==> src/rtl/uart_rx_oversampled_pkg.sv <==
// Shared definitions for the oversampled UART receiver: FSM states,
// default line parameters and divisor/width helpers.
package uart_rx_oversampled_pkg;

    typedef enum logic [2:0] {
        ST_IDLE,
        ST_START,
        ST_DATA,
        ST_STOP,
        ST_BREAK
    } rx_state_e;

    localparam int unsigned DEF_CLK_FREQ = 50_000_000;
    localparam int unsigned DEF_BAUD     = 19_200;

    // Sample-tick divisor, rounded to nearest.
    function automatic int unsigned baud_div(input int unsigned clk_freq,
                                             input int unsigned baud,
                                             input int unsigned oversample);
        return (clk_freq + (baud * oversample) / 2) / (baud * oversample);
    endfunction

    // Counter width that stays at least one bit for tiny ranges.
    function automatic int unsigned cnt_width(input int unsigned n);
        return (n < 2) ? 1 : $clog2(n);
    endfunction

endpackage

==> src/rtl/uart_rx_oversampled_baud_tick.sv <==
// Free-running sample-tick generator: one tick every DIV clocks.
module uart_baud_tick
    import uart_rx_oversampled_pkg::*;
#(
    parameter int unsigned CLK_FREQ   = DEF_CLK_FREQ,
    parameter int unsigned BAUD       = DEF_BAUD,
    parameter int unsigned OVERSAMPLE = 16
) (
    input  logic clk,
    input  logic rst,
    output logic tick
);

    localparam int unsigned DIV = baud_div(CLK_FREQ, BAUD, OVERSAMPLE);
    localparam int unsigned W   = $clog2(DIV + 1);

    logic [W-1:0] cnt_q;

    // Divider counter, wraps DIV-1 -> 0.
    always_ff @(posedge clk or posedge rst) begin
        if (rst) begin
            cnt_q <= '0;
        end else if (cnt_q == W'(DIV - 1)) begin
            cnt_q <= '0;
        end else begin
            cnt_q <= cnt_q + 1'b1;
        end
    end

    assign tick = (cnt_q == W'(DIV - 1));

endmodule

==> src/rtl/uart_rx_oversampled.sv <==
// 8N1 UART receiver with oversampled mid-bit sampling, start-bit glitch
// rejection and framing-error / break handling.
module uart_rx_oversampled
    import uart_rx_oversampled_pkg::*;
#(
    parameter int unsigned CLK_FREQ   = DEF_CLK_FREQ,
    parameter int unsigned BAUD       = DEF_BAUD,
    parameter int unsigned OVERSAMPLE = 16,
    parameter int unsigned DATA_BITS  = 8
) (
    input  logic                 clk,
    input  logic                 rst,
    input  logic                 i_Rx,
    output logic [DATA_BITS-1:0] dout,
    output logic                 rx_done_tick,
    output logic                 frame_err
);

    localparam int unsigned S_W = cnt_width(OVERSAMPLE);
    localparam int unsigned N_W = cnt_width(DATA_BITS);

    logic                 tick;
    logic [1:0]           sync_q;
    logic                 rx_s;
    rx_state_e            state_q;
    logic [S_W-1:0]       s_q;
    logic [N_W-1:0]       n_q;
    logic [DATA_BITS-1:0] shreg_q;
    logic [DATA_BITS-1:0] dout_q;
    logic                 done_q;
    logic                 ferr_q;

    uart_baud_tick #(
        .CLK_FREQ   (CLK_FREQ),
        .BAUD       (BAUD),
        .OVERSAMPLE (OVERSAMPLE)
    ) u_baud_tick (
        .clk  (clk),
        .rst  (rst),
        .tick (tick)
    );

    // Two-flop synchronizer for the asynchronous line, idles high.
    always_ff @(posedge clk or posedge rst) begin
        if (rst) begin
            sync_q <= '1;
        end else begin
            sync_q <= {sync_q[0], i_Rx};
        end
    end

    assign rx_s = sync_q[1];

    // Frame FSM with registered byte output and one-cycle strobes.
    always_ff @(posedge clk or posedge rst) begin
        if (rst) begin
            state_q <= ST_IDLE;
            s_q     <= '0;
            n_q     <= '0;
            shreg_q <= '0;
            dout_q  <= '0;
            done_q  <= 1'b0;
            ferr_q  <= 1'b0;
        end else begin
            done_q <= 1'b0;
            ferr_q <= 1'b0;
            unique case (state_q)
                ST_IDLE: begin
                    if (tick && !rx_s) begin
                        state_q <= ST_START;
                        s_q     <= '0;
                    end
                end
                ST_START: begin
                    if (tick) begin
                        if (s_q == S_W'(OVERSAMPLE / 2 - 1)) begin
                            s_q <= '0;
                            n_q <= '0;
                            state_q <= rx_s ? ST_IDLE : ST_DATA;
                        end else begin
                            s_q <= s_q + 1'b1;
                        end
                    end
                end
                ST_DATA: begin
                    if (tick) begin
                        if (s_q == S_W'(OVERSAMPLE - 1)) begin
                            s_q     <= '0;
                            shreg_q <= {rx_s, shreg_q[DATA_BITS-1:1]};
                            if (n_q == N_W'(DATA_BITS - 1)) begin
                                state_q <= ST_STOP;
                            end else begin
                                n_q <= n_q + 1'b1;
                            end
                        end else begin
                            s_q <= s_q + 1'b1;
                        end
                    end
                end
                ST_STOP: begin
                    if (tick) begin
                        if (s_q == S_W'(OVERSAMPLE - 1)) begin
                            s_q <= '0;
                            if (rx_s) begin
                                dout_q  <= shreg_q;
                                done_q  <= 1'b1;
                                state_q <= ST_IDLE;
                            end else begin
                                ferr_q  <= 1'b1;
                                state_q <= ST_BREAK;
                            end
                        end else begin
                            s_q <= s_q + 1'b1;
                        end
                    end
                end
                ST_BREAK: begin
                    // Not tick-gated: leave as soon as the line returns high.
                    if (rx_s) begin
                        state_q <= ST_IDLE;
                    end
                end
                default: begin
                    state_q <= ST_IDLE;
                end
            endcase
        end
    end

    assign dout         = dout_q;
    assign rx_done_tick = done_q;
    assign frame_err    = ferr_q;

endmodule

==> config.mk <==
export PLATFORM = sky130hd
export DESIGN_NAME = uart_rx_oversampled
export DESIGN_NICKNAME = d
export VERILOG_FILES = /design/src/rtl/uart_rx_oversampled_pkg.sv /design/src/rtl/uart_rx_oversampled_baud_tick.sv /design/src/rtl/uart_rx_oversampled.sv
export SDC_FILE = /design/constraint.sdc
export NUM_CORES = 1
export LEC_CHECK = 0
export BUFFER_PORTS_ARGS = -buffer_cell sky130_fd_sc_hd__buf_2
export CAP_MARGIN = 15
export CORE_MARGIN = 2
export CORE_UTILIZATION = 44
export DETAILED_ROUTE_END_ITERATION = 10
export HOLD_SLACK_MARGIN = 0.03
export SYNTH_ARGS = -nofsm -noshare
export SYNTH_HDL_FRONTEND = slang
export SYNTH_HIERARCHICAL = 1
export SYNTH_SLANG_ARGS = --single-unit
==> constraint.sdc <==
create_clock -name clk -period 3.1 [get_ports clk]
set_input_delay 0.93 -clock clk [delete_from_list [all_inputs] [get_ports clk]]
set_output_delay 0.93 -clock clk [all_outputs]
set_load 0.005 [all_outputs]
======== Yosys cells after proc, flatten, opt, wreduce, memory -nomap -nowiden ========
Cells that the tools add are included.
word-level totals
  output and inout port bits .............. 10
  memory bits (read-only) ................. 0
  latch bits .............................. 0
  memories ................................ 0
  logic and storage cells ................. 75
  flip-flop bits (word level) ............. 38
  memory bits (writable) .................. 0
  input bits .............................. 3
operators by class
  divide/modulo/power cells ............... 0
  shift-type cells ........................ 0
  order comparisons ....................... 0
  bitwise gates (word level) .............. 0
  equal/unequal tests ..................... 19
  multiplexer cells ....................... 33
  multiply operators ...................... 0
  add/subtract/negate cells ............... 3
  reductions and logical operators ........ 11
operators with widths
  operator                                              count
  2-to-1 mux 3 bit                                      15
  2-to-1 mux 4 bit                                      5
  != test 2 bit (second input constant)                 10
  one-hot mux 3 bit (5 select lines)                    1
  one-hot mux 4 bit (3 select lines)                    1
  AND reduction 9 bit                                   1
  adder 8 x 1 -> 8 bit (second input constant)          1
  equality test 8 bit (second input constant)           1
  2-to-1 mux 1 bit                                      8
  2-to-1 mux 8 bit                                      1
  AND reduction 4 bit                                   2
  equality test 3 x 2 -> 1 bit (second input constant)  2
  equality test 3 bit (second input constant)           2
  one-hot mux 3 bit (2 select lines)                    1
  AND reduction 6 bit                                   1
  adder 4 x 1 -> 4 bit (second input constant)          1
  equality test 4 x 3 -> 1 bit (second input constant)  1
  equality test 4 bit (second input constant)           1
  adder 3 x 1 -> 3 bit (second input constant)          1
  equality test 3 x 1 -> 1 bit (second input constant)  1
  logical NOT 3 bit                                     1
  AND reduction 3 bit                                   1
  nonzero test 3 bit                                    1
  2-to-1 mux 2 bit                                      1
  other kinds (5)                                       5

======== Longest topological paths before layout ========
Gate-level depths: netlist (run 1).
  depth in word-level cells ............... 5
  gate-level depth with buffers ........... 7

======== Modules after synthesis ========
The synthesis (run 1) kept the hierarchy.
modules (own cells, without submodules)
  module               area an instance (um^2)  cells an instance  seq. area each (um^2)  instances
  uart_rx_oversampled  1408.9                   109                753.2                  1
  uart_baud_tick       410.4                    38                 200.2                  1

======== Worst setup path after synthesis (run 1) ========
OpenSTA, ideal clock, no wires.
  kind .................................... reg2reg
  from .................................... reg u_baud_tick.cnt_q[2]
  to ...................................... reg dout_q[0] (netlist: dout[0])
  path slack .............................. 1.075 ns
  clock period less this slack ............ 2.025 ns
  stages on the path, launching flop included .. 6
  path buffers ............................ 0
  data arrival time ....................... 1.900 ns
  path through ............................ dfrtp_1 > or3_4 > nor3_4 > nand4_4 > nor2_4 > mux2_2
on the way
  cells in the longest elaborated chain, start to end .. 2
RTL lines
  element                        line                                 RTL
  from (decl)                    uart_rx_oversampled_baud_tick.sv:17  logic [W-1:0] cnt_q;
  from (signal assigned)         uart_rx_oversampled_baud_tick.sv:26  cnt_q <= cnt_q + 1'b1;
  equality test 8 bit            uart_rx_oversampled_baud_tick.sv:30  assign tick = (cnt_q == W'(DIV - 1));
  via tick                       uart_rx_oversampled.sv:22            logic tick;
  AND reduction 4 bit (no line)  -
  to (signal assigned)           uart_rx_oversampled.sv:105           dout_q <= shreg_q;
  to (decl)                      uart_rx_oversampled.sv:29            logic [DATA_BITS-1:0] dout_q;
The timed path passes the listed nets, and every way through them passes these cells.
A chain may end at the register's enable or synchronous reset.

======== Worst setup path in the final report (run 1) ========
  from .................................... reg u_baud_tick.cnt_q[2]
  to ...................................... reg dout_q[7] (netlist: dout[7])
Same word-level chain as after synthesis.

==> flow_metrics.env, run 1 <==
export IMPL_hp_class="reg -> reg"
export IMPL_post_drt_wl_per_cell_um=13.8
export IMPL_core_area_um2=4000
export IMPL_fin_area_um2=2040
export IMPL_layout_commonest_cell="dfrtp_1"
export IMPL_fin_crit_ns=2.24
export IMPL_die_y_um=68.3
export IMPL_grt_pass1_vias=1158
export IMPL_viasPerCell=5.30
export IMPL_drv_cap=0
export IMPL_fin_crit_sh=0.721
export IMPL_synth_edf_count=0
export IMPL_setup_tns_ns=0
export IMPL_yosys_top_cells_area="dfrtp_1, mux2_2, mux2_1"
export IMPL_io_pins=13
export IMPL_crit_slowest_cell="dfrtp_1"
export IMPL_whs_ns=0.363
export IMPL_worstMarginPinSlew_ns=0.405
export IMPL_grt_total_usage=0.158
export IMPL_syn_area_per_cell_um2=12.4
export IMPL_max_freq_ghz=0.447
export IMPL_vias=1134
export IMPL_crit_chain="or3_4 > nor3_4 > nand4_4 > nor2_4 > mux2_2"
export IMPL_cts_sinks=38
export IMPL_timing_slew_headroom=0.729
export IMPL_ctsResizeCount=0
export IMPL_slowest_delay_ns=0.44
export IMPL_cts_max_level=2
export IMPL_clockBufferDepth=2
export IMPL_initial_core_util=0.455
export IMPL_slew_violations=0
export IMPL_die_x_um=68.3
export IMPL_synth_cells=147
export IMPL_power_leakage_uw=0.00101
export IMPL_cts_reportedPaths_clkPinSlew_ns=0.08
export IMPL_finalHoldViolCount=0
export IMPL_synth_seq_cells=38
export IMPL_dp_hpwl_um=2110
export IMPL_cp_arrival_ns=2.41
export IMPL_drt_pass1_iter_count=4
export IMPL_syn_num_nets=155
export IMPL_drive_gt1_frac=0.262
export IMPL_syn2layout_area_growth_pct=12.3
export IMPL_cp_start_kind="register"
export IMPL_cp_required_ns=3.27
export IMPL_root_buffer="clkbuf_8"
export IMPL_layout_common_cells="dfrtp_1, buf_2, inv_1"
export IMPL_ys_async_sr_fraction=1.00
export IMPL_path_class="reg -> reg"
export IMPL_clk_latency_ns=0.29
export IMPL_path_buf_inv=0
export IMPL_cts_inserted_buffers=5
export IMPL_status="complete, no violations"
export IMPL_yosysTopAreaCellShare=0.495
export IMPL_worstSetupEndpointType="register"
export IMPL_worstPathMaxFanout=10
export IMPL_vdd_drop_max_uv=274
export IMPL_portBuffers=12
export IMPL_grt_pass1_wl_um=5330
export IMPL_cts_post_setup_buffers_inserted=0
export IMPL_drt_initial_drc_count=55
export IMPL_fin_util=0.511
export IMPL_die_area_um2=4660
export IMPL_ys_seq_area_frac=0.524
export IMPL_grt_max_degree=24
export IMPL_yosysWarnings=6
export IMPL_num_rows=23
export IMPL_syn_area_um2=1820
export IMPL_wirelength_um=2960
export IMPL_diodes=0
export IMPL_ys_types=45
export IMPL_remaining_drc_errors=0
export IMPL_cts_tree="done"
export IMPL_final_antenna_net_count=0
export IMPL_placed_area_um2=1930
export IMPL_cts_hold_buf=0
export IMPL_fin_nets=171
export IMPL_place_congestion=0.795
export IMPL_globalRouteOverflowTotal=0
export IMPL_power_density_nw_per_um2=454
export IMPL_grt_setup_unrepaired="no"
export IMPL_antenna_found_initial=0
export IMPL_skew_ns=0.00542
export IMPL_synth_flop_cell="dfrtp_1"
export IMPL_crit_family="simple AND/OR/NAND/NOR gates"
export IMPL_synth_area_leader_cell="dfrtp_1"
export IMPL_finalSetupViolations=0
==> logic make-up after synthesis <==
group / after synthesis / synth area share
AOI/OAI and AO/OA: 17 / 0.0708
xor gates and xnor gates: 6 / 0.0289
adders and majority gates: 5 / 0.0344
buffers and inverters: 14 / 0.0316
DFF: 38 / 0.524
muxes: 21 / 0.127
and+or+nand+nor: 46 / 0.183
==> metrics by stage <==
stage,cells,setup WS [ns],power (uW)
after CTS,214,0.845,939
after floorplan,147,1.08,517
after global placement,206,0.946,522
after global routing,214,0.732,972
final,214,0.865,927
after detailed placement,206,0.871,523
==> where the power goes <==
part	total [uW]	switching (uW)	internal [uW]
logic	12.8	10.5	2.37
clock network	415	176	239
registers	499	1.39	498
==> metal layers <==
metal / wire length [um] / global-route usage / share of wire
met3: 111 / 0.0543 / 0.038
met1: 1330 / 0.197 / 0.45
met2: 1460 / 0.251 / 0.49
met4: 62 / 0.0600 / 0.021
met5: 0 / 0 / 0
==> state kept, by name, indices dropped and copies added, names as in the netlist <==
register	flops
sync_q	2
dout	8
rx_done_tick	1
shreg_q	8
n_q	3
frame_err	1
state_q	3
u_baud_tick/cnt_q	8
s_q	4
==> cell type report <==
| class | instances | area, um2 |
|---|---|---|
| clock buffers | 5 | 68.8 |
| clock inverters | 3 | 45.0 |
| fillers | 351 | 1960 |
| inverters | 10 | 37.5 |
| multi-input cells | 95 | 808 |
| flip-flops and latches | 38 | 953 |
| well taps | 50 | 62.6 |
| repair buffers | 13 | 67.6 |
==> synthesized netlist by cell type, types with 3 or more instances <==
library cell / number
dfrtp_1: 36
mux2i_1: 4
ha_1: 5
nor3b_1: 4
mux2_1: 8
nand3_1: 4
o21ai_0: 3
inv_1: 10
nand2_1: 5
nor2_1: 9
nor2b_1: 4
mux2_2: 9
xnor2_1: 6
buf_2: 4
==> worst paths after layout <==
path	from	to	slack [ns]	depth (start not counted)
max	u_baud_tick/cnt_q[2]	dout[7]	0.86	5
min	sync_q[0]	sync_q[1]	0.36	0
max reg2reg	u_baud_tick/cnt_q[2]	dout[7]	0.86	5
min reg2reg	sync_q[0]	sync_q[1]	0.36	0
max in group asynchronous	rst	sync_q[0]	1.86	3
min in group asynchronous	rst	s_q[2]	0.59	2
==> worst reg2reg max path, cell delays in order, from the launching register on <==
cell and delay, ns:
dfrtp_1 0.44, or3_4 0.41, nor3_4 0.38, nand4_4 0.20, nor2_4 0.31, mux2_2 0.37
No activity file was read; power rests on OpenSTA's default activity.
==> run 2, diff against run 1 <==
Clock period 3.1 ns to 1.8 ns, I/O delays scaled along.
==> run 2 against run 1 <==
The run now ends with setup timing left. Wire length up 17%. Maximum frequency rose by 16%. Cell count is 7.5% higher. Non-clock buffer count increased by 15. First-iteration DRC count increased by 13%. Critical path type unchanged. Highest routed layer unchanged.
==> flow_metrics.env, run 2 (synthesized netlist as in run 1, its figures left out) <==
export IMPL_dp_hpwl_um=2320
export IMPL_num_rows=23
export IMPL_globalRouteOverflowTotal=0
export IMPL_remaining_drc_errors=0
export IMPL_ff2ff_path_depth=5
export IMPL_cts_reportedPaths_clkPinSlew_ns=0.08
export IMPL_grt_setup_unrepaired="yes"
export IMPL_layout_commonest_cell="dfrtp_1"
export IMPL_viasPerCell=5.24
export IMPL_initial_core_util=0.455
export IMPL_drt_pass1_iter_count=4
export IMPL_path_buf_inv=0
export IMPL_grt_pass1_vias=1228
export IMPL_placed_area_um2=2060
export IMPL_grt_total_usage=0.164
export IMPL_multi_input_area_um2=906
export IMPL_vdd_drop_max_uv=639
export IMPL_clockBufferDepth=2
export IMPL_layout_common_cells="dfrtp_1, buf_4, mux2_4"
export IMPL_diodes=0
export IMPL_drv_cap=0
export IMPL_core_area_um2=4000
export IMPL_cp_required_ns=1.97
export IMPL_crit_chain="or3_4 > nor3_4 > nand4_4 > nor2_2 > mux2_2"
export IMPL_timing_slew_headroom=0.656
export IMPL_dpl_cell_count=220
export IMPL_vias=1206
export IMPL_drive_gt1_frac=0.400
export IMPL_fin_crit_ns=1.92
export IMPL_slew_violations=0
export IMPL_worst_slack_ns=-0.125
export IMPL_worstPathMaxFanout=4
export IMPL_portBuffers=12
export IMPL_post_drt_wl_per_cell_um=15.0
export IMPL_drt_initial_drc_count=62
export IMPL_crit_cells=5
export IMPL_finalHoldViolCount=0
export IMPL_layout_cells_non_filler=230
export IMPL_skew_ns=0.00653
export IMPL_power_density_nw_per_um2=762
export IMPL_die_y_um=68.3
export IMPL_wirelength_um=3450
export IMPL_path_class="reg -> reg"
export IMPL_cts_sinks=38
export IMPL_hp_class="in -> async"
export IMPL_root_buffer="clkbuf_8"
export IMPL_status="complete, but fails checks"
export IMPL_fill_cells=321
export IMPL_die_x_um=68.3
export IMPL_place_congestion=0.833
export IMPL_die_area_um2=4660
export IMPL_grt_max_degree=31
export IMPL_failed_checks="setup timing"
export IMPL_clk_latency_ns=0.28
export IMPL_fin_nets=187
export IMPL_fin_area_um2=2280
export IMPL_power_leakage_uw=0.00112
export IMPL_worstSetupEndpointType="register"
export IMPL_cts_max_level=2
export IMPL_syn2layout_area_growth_pct=25.6
export IMPL_crit_slowest_cell="or3_4"
export IMPL_grt_pass1_wl_um=5580
export IMPL_finalSetupViolations=22
export IMPL_max_freq_ghz=0.520
export IMPL_cp_start_kind="register"
export IMPL_cts_tree="done"
export IMPL_cts_inserted_buffers=5
export IMPL_final_antenna_net_count=0
export IMPL_antenna_found_initial=0
export IMPL_cp_arrival_ns=2.10
export IMPL_slowest_delay_ns=0.40
export IMPL_io_pins=13
export IMPL_whs_ns=0.209
export IMPL_crit_family="simple AND/OR/NAND/NOR gates"
export IMPL_worstMarginPinSlew_ns=0.515
export IMPL_setup_tns_ns=-1.77
export IMPL_ff_latch_area_um2=953
export IMPL_fin_crit_sh=1.07
[run 2: repair_timing]
| action | 4_1_cts | 5_1_grt |
|---|---|---|
| hold buffers | 0 | 0 |
| setup buffers | 0 | 1 |
| pin swaps | 2 | 3 |
| setup endpoints to repair | 23 | 27 |
| gates resized for setup | 0 | 15 |
| gates cloned | 1 | 0 |
[run 2: worst paths after layout]
| kind | endpoint | startpoint | slack, ns |
|---|---|---|---|
| worst max register to register | dout[0] | u_baud_tick/cnt_q[6] | -0.12 |
| worst min-delay path | u_baud_tick/cnt_q[1] | rst | 0.21 |
| min in group clk | sync_q[0] | i_Rx | 0.36 |
| worst min register to register | sync_q[1] | sync_q[0] | 0.36 |
| worst max-delay path | dout[0] | u_baud_tick/cnt_q[6] | -0.12 |
| max in group asynchronous | sync_q[0] | rst | 1.16 |
[run 2: metrics by stage]
stage | total power, uW | util | worst slack, ns
after detailed placement | 900 | 0.516 | -0.110
after CTS | 1770 | 0.552 | -0.112
final | 1740 | 0.571 | -0.125
after floorplan | 890 | - | -0.153
after global routing | 1820 | 0.571 | -0.193
after global placement | 899 | 0.516 | -0.0644
[run 2: area by class of cell]
cell class              count  area share
flip-flops and latches     38       0.417
clock inverters             3      0.0301
well taps                  50      0.0274
inverters                  10      0.0164
clock buffers               5      0.0301
multi-input cells          96       0.396
repair buffers             28      0.0821
[run 2: layer usage]
layer / global-route usage / vias up / wire [um]
li1: - / 586 / -
met1: 0.204 / 599 / 1560
met2: 0.274 / 19 / 1780
met3: 0.0493 / 2 / 88
met4: 0.0525 / 0 / 19
met5: 0 / - / 0
[run 2: where the power goes]
group          switching [uW]  leakage (uW)  internal [uW]
combinational            18.0      0.000540           4.14
clock                     304     0.0000683            555
sequential               2.77      0.000510            857
total                     325       0.00112           1420
